## src/rtl/definitions_pkg.sv

```systemverilog
// Shared definitions for the UART receive path.
//   FIFO_WIDTH : data bits per UART frame, also the receive buffer word width
//   rx_state_t : receiver FSM states
package definitions_pkg;

  localparam int unsigned FIFO_WIDTH = 8;

  typedef enum logic [1:0] {
    IDLE,
    START,
    DATA,
    STOP
  } rx_state_t;

endpackage

```

## src/rtl/rx_fifo.sv

```systemverilog
// Circular receive buffer with first-word-fall-through read port.
//   clk     : system clock, rising edge
//   rst     : asynchronous active-high reset
//   wr_en   : push wr_data (accepted when not full, or when a pop happens
//             in the same cycle)
//   wr_data : byte to push
//   rd_en   : pop the oldest entry (ignored when empty)
//   rd_data : oldest entry, valid whenever empty is low
//   empty   : no entries stored
//   full    : FIFO_DEPTH entries stored
module rx_fifo
  import definitions_pkg::*;
#(
  parameter int unsigned FIFO_DEPTH = 4
) (
  input  logic                  clk,
  input  logic                  rst,
  input  logic                  wr_en,
  input  logic [FIFO_WIDTH-1:0] wr_data,
  input  logic                  rd_en,
  output logic [FIFO_WIDTH-1:0] rd_data,
  output logic                  empty,
  output logic                  full
);

  localparam int unsigned AW = $clog2(FIFO_DEPTH);

  // Pointers carry one extra wrap bit so full and empty are distinguishable.
  logic [AW:0]           r_wr_ptr;
  logic [AW:0]           r_rd_ptr;
  logic [FIFO_WIDTH-1:0] r_mem [FIFO_DEPTH];

  logic w_rd_ok;
  logic w_wr_ok;

  always_comb begin
    empty   = (r_wr_ptr == r_rd_ptr);
    full    = (r_wr_ptr[AW] != r_rd_ptr[AW]) &&
              (r_wr_ptr[AW-1:0] == r_rd_ptr[AW-1:0]);
    w_rd_ok = rd_en && !empty;
    // A pop in the same cycle frees the slot, so a push into a full buffer
    // is still accepted then.
    w_wr_ok = wr_en && (!full || w_rd_ok);
    rd_data = r_mem[r_rd_ptr[AW-1:0]];
  end

  always_ff @(posedge clk or posedge rst) begin
    if (rst) begin
      r_wr_ptr <= '0;
      r_rd_ptr <= '0;
      for (int unsigned i = 0; i < FIFO_DEPTH; i++) begin
        r_mem[i] <= '0;
      end
    end else begin
      if (w_wr_ok) begin
        r_mem[r_wr_ptr[AW-1:0]] <= wr_data;
        r_wr_ptr                <= r_wr_ptr + (AW+1)'(1);
      end
      if (w_rd_ok) begin
        r_rd_ptr <= r_rd_ptr + (AW+1)'(1);
      end
    end
  end

endmodule

```

## src/rtl/uart_rx_core.sv

```systemverilog
// UART receiver: 8N1 deserialiser with a small receive buffer.
//   clk       : system clock, rising edge
//   rst       : asynchronous active-high reset
//   rx        : asynchronous serial line, idle high
//   rd_en     : pop request, honoured only while rx_valid is high
//   rd_data   : oldest buffered byte (first-word-fall-through)
//   rx_valid  : buffer non-empty
//   frame_err : one-cycle pulse when a stop bit is sampled low
//   overrun   : one-cycle pulse when a good byte is dropped (buffer full)
//   busy      : receiver FSM not in IDLE
module uart_rx_core
  import definitions_pkg::*;
#(
  parameter int unsigned CLKS_PER_BIT = 868,
  parameter int unsigned FIFO_DEPTH   = 4
) (
  input  logic                  clk,
  input  logic                  rst,
  input  logic                  rx,
  input  logic                  rd_en,
  output logic [FIFO_WIDTH-1:0] rd_data,
  output logic                  rx_valid,
  output logic                  frame_err,
  output logic                  overrun,
  output logic                  busy
);

  localparam int unsigned CW = $clog2(CLKS_PER_BIT);
  localparam int unsigned BW = $clog2(FIFO_WIDTH);
  localparam logic [CW-1:0] MID_START = CW'(CLKS_PER_BIT / 2 - 1);
  localparam logic [CW-1:0] BIT_END   = CW'(CLKS_PER_BIT - 1);
  localparam logic [BW-1:0] LAST_BIT  = BW'(FIFO_WIDTH - 1);

  logic                  r_sync1;
  logic                  r_sync2;
  logic                  w_rx;

  rx_state_t             r_state;
  rx_state_t             w_state_next;

  logic [CW-1:0]         r_clk_cnt;
  logic [BW-1:0]         r_bit_idx;
  logic [FIFO_WIDTH-1:0] r_shift;
  logic                  r_holdoff;
  logic                  r_frame_err;
  logic                  r_overrun;

  logic                  w_busy;
  logic                  w_cnt_clr;
  logic                  w_sample;
  logic                  w_stop_tick;
  logic                  w_push;
  logic                  w_ferr;
  logic                  w_empty;
  logic                  w_full;

  // Two-flop synchronizer; resets to the idle line level.
  always_ff @(posedge clk or posedge rst) begin
    if (rst) begin
      r_sync1 <= 1'b1;
      r_sync2 <= 1'b1;
    end else begin
      r_sync1 <= rx;
      r_sync2 <= r_sync1;
    end
  end

  assign w_rx = r_sync2;

  // State register.
  always_ff @(posedge clk or posedge rst) begin
    if (rst) begin
      r_state <= IDLE;
    end else begin
      r_state <= w_state_next;
    end
  end

  // Next-state logic.
  always_comb begin
    w_state_next = r_state;
    case (r_state)
      IDLE: begin
        // After a framing error, wait for the line to be seen high before
        // treating a low level as a new start bit.
        if (!r_holdoff && !w_rx) w_state_next = START;
      end
      START: begin
        if (r_clk_cnt == MID_START) w_state_next = w_rx ? IDLE : DATA;
      end
      DATA: begin
        if (r_clk_cnt == BIT_END && r_bit_idx == LAST_BIT) w_state_next = STOP;
      end
      STOP: begin
        if (r_clk_cnt == BIT_END) w_state_next = IDLE;
      end
      default: w_state_next = IDLE;
    endcase
  end

  // Output / strobe logic.
  always_comb begin
    w_busy      = (r_state != IDLE);
    w_sample    = (r_state == DATA) && (r_clk_cnt == BIT_END);
    w_stop_tick = (r_state == STOP) && (r_clk_cnt == BIT_END);
    w_push      = w_stop_tick && w_rx;
    w_ferr      = w_stop_tick && !w_rx;
    // Counter restarts on every state change and at each data-bit boundary.
    w_cnt_clr   = (w_state_next != r_state) || w_sample;
  end

  // Bit timing, shift register and status flags.
  always_ff @(posedge clk or posedge rst) begin
    if (rst) begin
      r_clk_cnt   <= '0;
      r_bit_idx   <= '0;
      r_shift     <= '0;
      r_holdoff   <= 1'b0;
      r_frame_err <= 1'b0;
      r_overrun   <= 1'b0;
    end else begin
      if (w_cnt_clr || r_state == IDLE) begin
        r_clk_cnt <= '0;
      end else begin
        r_clk_cnt <= r_clk_cnt + CW'(1);
      end

      if (r_state != DATA) begin
        r_bit_idx <= '0;
      end else if (w_sample) begin
        r_bit_idx <= r_bit_idx + BW'(1);
      end

      // LSB arrives first, so shift right and insert at the MSB.
      if (w_sample) begin
        r_shift <= {w_rx, r_shift[FIFO_WIDTH-1:1]};
      end

      if (w_ferr) begin
        r_holdoff <= 1'b1;
      end else if (r_state == IDLE && w_rx) begin
        r_holdoff <= 1'b0;
      end

      r_frame_err <= w_ferr;
      r_overrun   <= w_push && w_full && !(rd_en && !w_empty);
    end
  end

  rx_fifo #(
    .FIFO_DEPTH(FIFO_DEPTH)
  ) u_fifo (
    .clk    (clk),
    .rst    (rst),
    .wr_en  (w_push),
    .wr_data(r_shift),
    .rd_en  (rd_en),
    .rd_data(rd_data),
    .empty  (w_empty),
    .full   (w_full)
  );

  assign rx_valid  = !w_empty;
  assign frame_err = r_frame_err;
  assign overrun   = r_overrun;
  assign busy      = w_busy;

endmodule

```

## config.mk

```make
export PLATFORM = sky130hd
export DESIGN_NAME = uart_rx_core
export DESIGN_NICKNAME = d
export VERILOG_FILES = /design/src/rtl/definitions_pkg.sv /design/src/rtl/rx_fifo.sv /design/src/rtl/uart_rx_core.sv
export SDC_FILE = /design/constraint.sdc
export NUM_CORES = 1
export LEC_CHECK = 0
export BUFFER_PORTS_ARGS = -buffer_cell sky130_fd_sc_hd__buf_4
export CORE_MARGIN = 4
export CORE_UTILIZATION = 59
export DETAILED_ROUTE_END_ITERATION = 10
export PLACE_DENSITY = 0.84
export SETUP_SLACK_MARGIN = 0.4
export SYNTH_ARGS = -nofsm -noshare
export SYNTH_HDL_FRONTEND = slang
export SYNTH_SLANG_ARGS = --single-unit
```

## constraint.sdc

```tcl
create_clock -name clk -period 5.1 [get_ports clk]
set_clock_uncertainty 0.1 [all_clocks]
set_input_delay 0.255 -clock clk [delete_from_list [all_inputs] [get_ports clk]]
set_output_delay 0.255 -clock clk [all_outputs]
set_load 0.1 [all_outputs]
```

==> results of run 1 <==
## flip-flops by register name, indices dropped and copies added, names as in the netlist
name and cells:
r_state 2, frame_err 1, r_clk_cnt 10, r_shift 8, u_fifo.r_mem 32, u_fifo.r_rd_ptr 3
r_sync2 1, r_bit_idx 3, overrun 1, r_sync1 1, u_fifo.r_wr_ptr 3, r_holdoff 1
## cells by family (layout without fill, tap and decap cells)
family,Yosys count,in the layout
adders and majority gates,9,9
and+or+nand+nor,59,59
DFF,66,66
xor gates and xnor gates,16,16
AOI/OAI and AO/OA,9,9
muxes,50,50
buffers and inverters,18,41
## metal layers
metal  global-route usage, %  wire length, µm  vias to the layer above
met5                       0                0                        -
met4                    8.11              103                        0
met3                    6.69              203                       14
met2                    28.2             2480                       27
met1                    22.6             2310                      873
li1                        -                -                      834
## final timing paths
path	startpoint	to	slack, ns	depth (start not counted)
max	u_fifo.r_rd_ptr[0]$_DFFE_PP0P_	u_fifo.r_mem[0]$_DFFE_PP0P_	2.43	4
min	rst	r_clk_cnt[5]$_DFF_PP0_	0.04	3
max reg2reg	u_fifo.r_rd_ptr[0]$_DFFE_PP0P_	u_fifo.r_mem[0]$_DFFE_PP0P_	2.43	4
min reg2reg	r_sync1$_DFF_PP1_	r_sync2$_DFF_PP1_	0.26	0
max in group asynchronous	rst	r_clk_cnt[2]$_DFF_PP0_	4.32	3
min in group clk	rd_en	u_fifo.r_rd_ptr[2]$_DFFE_PP0P_	0.11	3
## synthesized netlist by cell type
| master | instances | area share (%) |
|---|---|---|
| sky130_fd_sc_hd__inv_1 | 8 | 0.94 |
| sky130_fd_sc_hd__mux4_2 | 8 | 5.7 |
| sky130_fd_sc_hd__or3b_1 | 1 | 0.27 |
| sky130_fd_sc_hd__clkbuf_1 | 2 | 0.24 |
| sky130_fd_sc_hd__xor2_1 | 5 | 1.4 |
| sky130_fd_sc_hd__buf_4 | 1 | 0.24 |
| sky130_fd_sc_hd__ha_1 | 9 | 3.5 |
| sky130_fd_sc_hd__and2_1 | 1 | 0.20 |
| sky130_fd_sc_hd__or3_1 | 2 | 0.39 |
| sky130_fd_sc_hd__nor2_1 | 17 | 2.0 |
| sky130_fd_sc_hd__buf_6 | 5 | 1.8 |
| sky130_fd_sc_hd__and4b_1 | 1 | 0.31 |
| sky130_fd_sc_hd__a32o_1 | 1 | 0.31 |
| sky130_fd_sc_hd__nor3_4 | 1 | 0.51 |
| sky130_fd_sc_hd__nor3_2 | 1 | 0.31 |
| sky130_fd_sc_hd__nor3_1 | 1 | 0.16 |
| sky130_fd_sc_hd__nand4_1 | 4 | 0.79 |
| sky130_fd_sc_hd__or2_1 | 1 | 0.20 |
| sky130_fd_sc_hd__a311o_1 | 1 | 0.31 |
| sky130_fd_sc_hd__o31ai_1 | 1 | 0.24 |
| sky130_fd_sc_hd__mux2_2 | 10 | 3.5 |
| sky130_fd_sc_hd__nand2b_1 | 1 | 0.20 |
| sky130_fd_sc_hd__or2_4 | 1 | 0.27 |
| sky130_fd_sc_hd__a21oi_1 | 3 | 0.47 |
| sky130_fd_sc_hd__and4_2 | 1 | 0.31 |
| sky130_fd_sc_hd__a221o_1 | 1 | 0.31 |
| sky130_fd_sc_hd__mux2_4 | 32 | 15 |
| sky130_fd_sc_hd__xnor2_1 | 11 | 3.0 |
| sky130_fd_sc_hd__nand2_1 | 10 | 1.2 |
| sky130_fd_sc_hd__nor2_4 | 1 | 0.35 |
| sky130_fd_sc_hd__buf_2 | 2 | 0.31 |
| sky130_fd_sc_hd__dfstp_2 | 2 | 1.6 |
| sky130_fd_sc_hd__nand3b_1 | 1 | 0.24 |
| sky130_fd_sc_hd__o21ai_0 | 2 | 0.31 |
| sky130_fd_sc_hd__or4b_2 | 1 | 0.31 |
| sky130_fd_sc_hd__nor3b_1 | 1 | 0.24 |
| sky130_fd_sc_hd__nand3_1 | 8 | 1.3 |
| sky130_fd_sc_hd__or4_1 | 4 | 0.94 |
| sky130_fd_sc_hd__dfrtp_1 | 64 | 50 |
## area by class of cell
| cell class | instances | area, µm² |
|---|---|---|
| tap | 70 | 87.6 |
| clock inverter | 5 | 77.6 |
| fill | 357 | 1630 |
| clock buffer | 11 | 141 |
| inverter | 8 | 30.0 |
| timing repair buffer | 17 | 130 |
| sequential | 66 | 1650 |
| multi-input combinational | 143 | 1420 |
## stage by stage
step                      setup WS [ns]  util, %  total power [µW]  area [µm²]
after CTS                          2.42     68.5              1190        3540
after detailed placement           2.43     64.1               707        3310
after global routing               2.26     68.5              1220        3540
after floorplan                    2.66        -               690        3190
after global placement             2.48     64.1               702        3310
final                              2.43     68.5              1170        3540
## power groups by stage
| stage | sequential [µW] | combinational [µW] | clock (µW) |
|---|---|---|---|
| finish | 586 | 110 | 476 |
| global route | 592 | 120 | 510 |
| CTS | 587 | 111 | 489 |
| detailed placement | 596 | 110 | 0 |
| global placement | 594 | 108 | 0 |
| floorplan | 555 | 135 | 0 |
## worst reg2reg max path, cell delays in order (launching register included)
cell	delay (ns)
sky130_fd_sc_hd__dfrtp_1	0.76
sky130_fd_sc_hd__xnor2_1	0.16
sky130_fd_sc_hd__and4b_1	0.30
sky130_fd_sc_hd__or4_1	0.83
sky130_fd_sc_hd__mux2_4	0.41
==> run metrics, run 1 <==
outcome=completed; x dimension of the die=81.5 µm; synthesis-stage register bit count=66; most common library cell in the layout ignoring fill and taps=sky130_fd_sc_hd__dfrtp_1; post-cts repair resize count=0; TritonCTS sink count=66; internal power summed over all cells=880 µW; Max-cap violations=0; top-level I/O count=16; Critical Path RT=5.22 ns; post-route DRC violation count=0; Worst Setup Start Kind=register; max-slew violation total from the final report=0; wire length of the first global-routing pass=~8.7 mm; share of the clock period used by the worst path=52.4%; maximum number of buffers from clock root to sink=2; final hold slack=0.0441 ns; largest family of logic cells by synthesized area=multiplexers; Initial Utilization=approximately three fifths; fraction of the mapped netlist area in simple logic gates=10.4%; synthesized-area fraction occupied by adder cells=~3.5%; Net Switching=292 µW; synthesized-area fraction occupied by ao, oa, aoi and oai cells=1.96%; placed wire-length estimate after detailed placement=3.35 mm; die area=0.00664 mm²; HP Class=input pin to asynchronous set/reset pin; average footprint of a synthesized cell=14.0 µm²; IO buf count=15; Combinational Power Share=under 10%; Final Wtd Congestion=0.726; fraction of final layout cells sized beyond drive strength 1=36.0%; Antenna Cells=0; number of global-route vias before repair=1774; wire length after detailed routing=slightly above 5 mm; Setup TNS=0 ns; Worst IR Drop VDD=0.223 mV; via count of the routed design=1748; slowest library cell on the worst path=sky130_fd_sc_hd__or4_1; number of optimization iterations in the first detailed-route pass=4; Routed WL per cell=15.9 µm; cell at the root of the clock tree=sky130_fd_sc_hd__clkbuf_8; total standard cell area after synthesis=~0.0032 mm²; Netlist cell types=39; switching part of the total=between 20% and 30%; number of buffers inserted to repair setup after CTS=0; Iter 0 DRT Violations=82; P&R area growth vs syn=11.2%; number of buffer and inverter stages on the critical path=0; Die Height=between 80 and 90 µm; xor/xnor cell area share of the yosys netlist=4.40%; multiplexer fraction of the synthesized cell area=24.3%; top library cells by usage in the layout, fill and taps aside=64 x sky130_fd_sc_hd__dfrtp_1, 32 x sky130_fd_sc_hd__mux2_4, 17 x sky130_fd_sc_hd__nor2_1; non-filler instance count after layout=320; leakage power figure=0.00172 µW; Syn Inst Count=227; count of H-tree levels built during CTS=3; Inst Count DP=between 300 and 400; FMAX=374 MHz; kind of capture point of the worst setup path=register; top cell family by delay on the critical path=simple AND/OR/NAND/NOR gates; final worst path period need=2.67 ns; global-route total usage across every layer=18.1%; Std-Cell Rows=26; Tightest Pin Transition=0.807 ns; Skew-Pair Late Insertion Delay=0.34 ns; Post-layout nets=258; number of hold violations in the final report=0; clock tree from TritonCTS=built; pin count of the biggest net entering global routing=67; critical path fanouts, max=11; number of buffers added to fix hold violations after cts=1; Slew Limit Headroom=46.2%; clock power share=40.6%; initial antenna violation count=0; post-synth net total=240; cell-by-cell listing of the critical path=xnor2_1, and4b_1, or4_1, mux2_4; clock transition at the registers of the reported paths=roughly 0.070 ns; total overflow reported by the global router=0; start-to-end type of the worst setup path=register to register; CP peak stage delay=0.83 ns; residual antenna-violating net count after detailed routing=0; Setup-failing EPs final=0; RSZ-0062 raised after global routing=no; synthesis warning total=0; share of the yosys chip area belonging to registers=51.9%; crit path DAT=roughly 2.8 ns; Num CTS Buffers=9; average vias per placed instance=5.46; cell area power density=~330 mW/mm²; sequential share of power=50.0%; core area=about 0.0052 mm²
(Power assumes the default switching activity.)
==> run 2: changes to the inputs <==
- ABC_AREA: not set -> 1
- clock period: 5.1 -> 2.5 ns (I/O delays scaled with it)
==> run 2 against run 1 <==
  * Final cell count increased by 47%
  * Worst setup slack worse by 1.9 ns
  * Die area fell by 1.1%
  * Via count grew 49%
  * Final area grew 4.1%
  * Critical path depth unchanged
  * Count of clock-buffer cells in the layout decreased by 1
==> run metrics, run 2 <==
initial antenna violation count=0; CP peak stage delay=0.42 ns; crit path DAT=1.75 ns; Setup-failing EPs final=0; x dimension of the die=approximately 81 µm; Slew Limit Headroom=54.5%; number of buffers inserted to repair setup after CTS=0; Max-cap violations=0; maximum number of buffers from clock root to sink=2; final hold slack=between 0.2 and 0.3 ns; number of optimization iterations in the first detailed-route pass=5; most common library cell in the layout ignoring fill and taps=sky130_fd_sc_hd__nand2_1; Critical Path RT=between 2 and 2.5 ns; total standard cell area after synthesis=approximately 0.0031 mm²; residual antenna-violating net count after detailed routing=0; Post-layout nets=409; largest area contributor in the netlist=sky130_fd_sc_hd__dfrtp_1; Iter 0 DRT Violations=218; pin count of the biggest net entering global routing=36; utilization after layout=between 70% and 80%; Skew-Pair Late Insertion Delay=about 0.34 ns; placed wire-length estimate after detailed placement=4.65 mm; cell area reported after detailed placement=around 0.0034 mm²; via count of the routed design=between 2000 and 3000; share of the yosys chip area belonging to registers=around 53%; Syn Inst Count=374; Routed WL per cell=14.2 µm; post-synth net total=387; HP Class=register to register; commonest cells in the netlist=112 x sky130_fd_sc_hd__nand2_1, 64 x sky130_fd_sc_hd__dfrtp_1, 43 x sky130_fd_sc_hd__nand3_1; cell at the root of the clock tree=sky130_fd_sc_hd__clkbuf_8; final worst path period need=1.97 ns; Antenna Cells=0; Num CTS Buffers=9; Tightest Pin Transition=slightly below 0.7 ns; FMAX=507 MHz; outcome=completed; number of fillers in the final layout=just over 400; cell-by-cell listing of the critical path=buf_4, o21ai_0, o22ai_4, buf_4; Final Wtd Congestion=0.875; Most common cell on crit path=sky130_fd_sc_hd__buf_4; cell types with the largest area share after synthesis=sky130_fd_sc_hd__dfrtp_1 51%, sky130_fd_sc_hd__nand2_1 13%, sky130_fd_sc_hd__nand3_1 6.8%, sky130_fd_sc_hd__nor2_1 4.9%, sky130_fd_sc_hd__o21ai_0 4.3%; cell area power density=969 mW/mm²; TritonCTS sink count=66; Setup TNS=0 ns; top-level I/O count=16; fraction of final layout cells sized beyond drive strength 1=15.7%; fraction of synthesized cell area taken by the top area cell type=50.9%; wire length after detailed routing=6.67 mm; P&R area growth vs syn=17.1%; total overflow reported by the global router=0; clock tree from TritonCTS=built; Netlist cell types=27; top cell family by delay on the critical path=compound AO/OA/AOI/OAI gates; final setup slack of the worst path=0.529 ns; Worst Setup Start Kind=register; core area=between 0.005 and 0.006 mm²; number of buffer and inverter stages on the critical path=2; synthesis-stage register bit count=66; Initial Utilization=61.2%; share of the clock period used by the worst path=78.8%; finished layout cell area=roughly 0.0037 mm²; Std-Cell Rows=26; Largest register FFs=32; IO buf count=15; count of H-tree levels built during CTS=3; DP Worst Slack=around 0.51 ns; start-to-end type of the worst setup path=register to output port; RSZ-0062 raised after global routing=no; wire length of the first global-routing pass=around 11 mm; most used flip-flop cell after synthesis=sky130_fd_sc_hd__dfrtp_1; number of global-route vias before repair=2500; EDFF count, synth=0; die area=0.00657 mm²; synthesis warning total=0; Die Height=81.0 µm; number of hold violations in the final report=0; most instantiated library cell after synthesis=sky130_fd_sc_hd__nand2_1; clock transition at the registers of the reported paths=0.07 ns; register with the most flip-flops=u_fifo.r_mem; top library cells by usage in the layout, fill and taps aside=112 x sky130_fd_sc_hd__nand2_1, 64 x sky130_fd_sc_hd__dfrtp_1, 43 x sky130_fd_sc_hd__nand3_1; critical path fanouts, max=16; largest registers=u_fifo.r_mem x32, r_clk_cnt x10, r_shift x8; post-route DRC violation count=0; global-route total usage across every layer=a little under a quarter; Worst IR Drop VDD=between 0.5 and 0.6 mV; average footprint of a synthesized cell=8.42 µm²; fraction of synthesis flops using an asynchronous set or reset pin=100%; leakage power figure=0.00193 µW; max-slew violation total from the final report=0; slowest library cell on the worst path=sky130_fd_sc_hd__dfrtp_1; kind of capture point of the worst setup path=output port; average vias per placed instance=5.53
[run 2: final timing paths]
path                                                to  cells after the start                            from  slack [ns]
min                                  r_sync2$_DFF_PP1_                      0               r_sync1$_DFF_PP1_        0.26
max reg2reg                u_fifo.r_mem[7]$_DFFE_PP0P_                      9          r_clk_cnt[0]$_DFF_PP0_        0.59
min reg2reg                          r_sync2$_DFF_PP1_                      0               r_sync1$_DFF_PP1_        0.26
max                                         rd_data[7]                      4  u_fifo.r_rd_ptr[0]$_DFFE_PP0P_        0.53
min in group asynchronous  u_fifo.r_mem[7]$_DFFE_PP0P_                      3                             rst        0.34
max in group asynchronous            r_sync1$_DFF_PP1_                      4                             rst        1.27
[run 2: per-stage QoR]
step	cells	power (µW)
4_1_cts	471	3590
5_1_grt	471	3720
3_3_place_gp	452	2660
2_1_floorplan	374	2420
6_report	471	3570
3_5_place_dp	452	2680
[run 2: area by class of cell]
| type | count | area, µm² | area share [%] |
|---|---|---|---|
| clock inverters | 6 | 66.3 | 1.80 |
| inverters | 23 | 88.8 | 2.41 |
| multi-input cells | 272 | 1450 | 39.3 |
| flip-flops and latches | 66 | 1650 | 44.9 |
| clock buffers | 10 | 138 | 3.73 |
| repair buffers | 24 | 204 | 5.53 |
| well taps | 70 | 87.6 | 2.38 |
[run 2: cell families after synthesis]
logic type	after synthesis	share of synthesized area (%)
AOI/OAI and AO/OA	38	6.36
and+or+nand+nor	215	30.0
buffers and inverters	36	4.73
xor gates and xnor gates	10	2.78
adders and majority gates	9	3.58
DFF	66	52.5
[run 2: power breakdown]
part	internal [µW]	switching, µW
sequential	1100	47.5
clock	487	424
combinational	380	1140
total	1960	1610
[run 2: what timing repair did]
action                                  in CTS  in global routing
gates resized for setup                      0                  1
hold endpoints to repair                    35                  0
endpoints found under the setup margin       0                 16
hold buffers                                 3                  0
[run 2: metal layers]
layer	track usage (%)	up-vias	wire length, µm
met4	9.12	0	101
met1	29.4	1248	2850
met5	0	-	0
met3	6.10	10	360
li1	-	1252	-
met2	38.3	93	3370
==> run 3: changes to the inputs <==
- CORE_UTILIZATION: 59 -> 55
- PLACE_DENSITY: 0.84 -> 0.83
- clock period: 2.5 -> 1.6 ns (I/O delays scaled with it)
==> run 3 against run 2 <==
  * The flow now finishes with violations (setup timing)
  * Worst hold slack lost 0.036 ns
  * Sequential power grew 59%
  * Via count grew 37%
  * Sequential share of layout area shrank 14 points
  * Worst setup slack lost 0.85 ns
  * Clock power grew 68%
  * Combinational power grew 150%
  * Non-clock buffer count grew 68
  * First-iteration DRC count grew 89%
  * Largest power group unchanged
==> run metrics, run 3 (same netlist as run 2, synthesis figures left out) <==
non-filler instance count after layout=544; post-route DRC violation count=0; global-route total usage across every layer=between 30% and 40%; cell at the root of the clock tree=sky130_fd_sc_hd__clkbuf_8; residual antenna-violating net count after detailed routing=0; max-slew violation total from the final report=0; outcome=complete, but fails checks; FMAX=519 MHz; number of global-route vias before repair=3392; top-level I/O count=16; start-to-end type of the worst setup path=register to register; number of optimization iterations in the first detailed-route pass=5; critical path fanouts, max=8; P&R area growth vs syn=68.1%; Largest register FFs=32; CP peak stage delay=0.43 ns; cell area power density=about 1300 mW/mm²; Max-cap violations=0; highest routing layer actually used=met4; cell-by-cell listing of the critical path=ha_4, nand2_4, nor2_4, nand4_4, nor2_4, buf_12, buf_12, buf_12, nand3_1, nand2_1; pin count of the biggest net entering global routing=32; number of buffer and inverter stages on the critical path=3; Post-layout nets=480; wire length after detailed routing=14.2 mm; largest registers=u_fifo.r_mem x32, r_clk_cnt x10, r_shift x8; Tightest Pin Transition=0.563 ns; top library cells by usage in the layout, fill and taps aside=61 x sky130_fd_sc_hd__dfrtp_1, 50 x sky130_fd_sc_hd__buf_4, 49 x sky130_fd_sc_hd__nand2_1; Die Height=between 80 and 90 µm; met2 wire length=between 7 and 8 mm; kind of capture point of the worst setup path=register; Most common cell on crit path=sky130_fd_sc_hd__buf_12; via count of the routed design=3574; top cell family by delay on the critical path=simple AND/OR/NAND/NOR gates; most common library cell in the layout ignoring fill and taps=sky130_fd_sc_hd__dfrtp_1; x dimension of the die=approximately 84 µm; average vias per placed instance=between 6 and 7; Std-Cell Rows=27; violations in the final reports=setup timing; Worst Setup Start Kind=register; Setup-failing EPs final=69; Critical Path RT=between 1.5 and 2 ns; final hold slack=0.221 ns; Skew-Pair Late Insertion Delay=0.37 ns; core area=0.00554 mm²; maximum number of buffers from clock root to sink=2; Initial Utilization=between 50% and 60%; register with the most flip-flops=u_fifo.r_mem; final setup slack of the worst path=-0.326 ns; initial antenna violation count=0; Num CTS Buffers=9; total overflow reported by the global router=0; number of hold violations in the final report=0; routed wire length on met3=1.31 mm; Iter 0 DRT Violations=412; final worst path period need=between 1.5 and 2 ns; wire length of the first global-routing pass=between 15 and 20 mm; DP Worst Slack=-0.0121 ns; share of the clock period used by the worst path=120%; routed metal-1 wirelength=4.65 mm; TritonCTS sink count=66; clock tree from TritonCTS=built; Worst IR Drop VDD=between 2 and 2.5 mV; slowest library cell on the worst path=sky130_fd_sc_hd__dfrtp_1; Slew Limit Headroom=62.4%; Antenna Cells=0; count of H-tree levels built during CTS=3; HP Class=input pin to asynchronous set/reset pin; clock transition at the registers of the reported paths=0.09 ns; placed wire-length estimate after detailed placement=5.17 mm; crit path DAT=2.13 ns; RSZ-0062 raised after global routing=yes; finished layout cell area=~0.0053 mm²; Final Wtd Congestion=about 0.85; leakage power figure=between 0.002 and 0.003 µW; IO buf count=15; Inst Count DP=about 480; cell area reported after detailed placement=around 0.0038 mm²; Routed WL per cell=26.1 µm; die area=0.00700 mm²; fraction of final layout cells sized beyond drive strength 1=a little under three fifths
==> run 3: cell types whose count changed in the layout (fill, tap and decap cells not counted), sizes merged <==
cell,before,now
nand2,117,118
inv,22,23
nand3,43,44
buf,21,89
clkbuf,10,9
clkinv,3,6
clkinvlp,3,1
==> run 3: path summary, 6_finish.rpt <==
path / cells after the start / to / slack [ns] / start
min: 3 / u_fifo.r_wr_ptr[0]$_DFFE_PP0P_ / 0.22 / rst
min reg2reg: 0 / r_sync2$_DFF_PP1_ / 0.26 / r_sync1$_DFF_PP1_
max reg2reg: 10 / u_fifo.r_mem[11]$_DFFE_PP0P_ / -0.33 / r_clk_cnt[1]$_DFF_PP0_
max in group asynchronous: 4 / r_sync2$_DFF_PP1_ / 0.58 / rst
max: 10 / u_fifo.r_mem[11]$_DFFE_PP0P_ / -0.33 / r_clk_cnt[1]$_DFF_PP0_
min in group clk: 6 / overrun$_DFF_PP0_ / 0.24 / rd_en
==> run 3: power by group <==
group | total [µW] | internal, µW | switching (µW)
Clock | 1530 | 731 | 798
Sequential | 1810 | 1720 | 95.4
Combinational | 3780 | 1430 | 2340
Total | 7120 | 3880 | 3240
==> run 3: metrics by stage <==
stage                     utilization [%]  setup TNS, ns  power (µW)
final                                95.5         -11.85        7120
after global routing                 95.5         -14.75        7260
after CTS                            85.1          -4.15        6570
after detailed placement             68.9        -0.0371        4460
after global placement               68.9              0        4420
after floorplan                         -          -2.73        3950
==> run 3: final cells by class <==
cell class	count	area, µm²
multi-input combinational	274	2180
sequential	66	1660
timing repair buffer	92	1040
fill	126	248
clock buffer	9	124
inverter	23	110
tap	72	90.1
clock inverter	7	75.1
timing repair inverter	1	8.76
==> run 3: metal layers <==
metal  vias to the layer above  global-route usage [%]
li1                       1403                       -
met1                      1728                    34.1
met2                       326                    55.6
met3                       117                    5.63
met4                         0                    14.6
met5                         -                       0
==> run 3: repair_timing <==
action,CTS,global route
hold buffers,3,0
pin swaps,18,33
hold endpoints to repair,25,0
cloned,6,0
endpoints found under the setup margin,74,74
resized for setup,111,125
setup buffers,21,14
==> run 3: worst reg2reg max path, stage by stage (launching register included) <==
cell and delay, ns:
sky130_fd_sc_hd__dfrtp_1 0.43, sky130_fd_sc_hd__ha_4 0.18, sky130_fd_sc_hd__nand2_4 0.05, sky130_fd_sc_hd__nor2_4 0.13
sky130_fd_sc_hd__nand4_4 0.12, sky130_fd_sc_hd__nor2_4 0.15, sky130_fd_sc_hd__buf_12 0.15, sky130_fd_sc_hd__buf_12 0.14
sky130_fd_sc_hd__buf_12 0.14, sky130_fd_sc_hd__nand3_1 0.12, sky130_fd_sc_hd__nand2_1 0.15
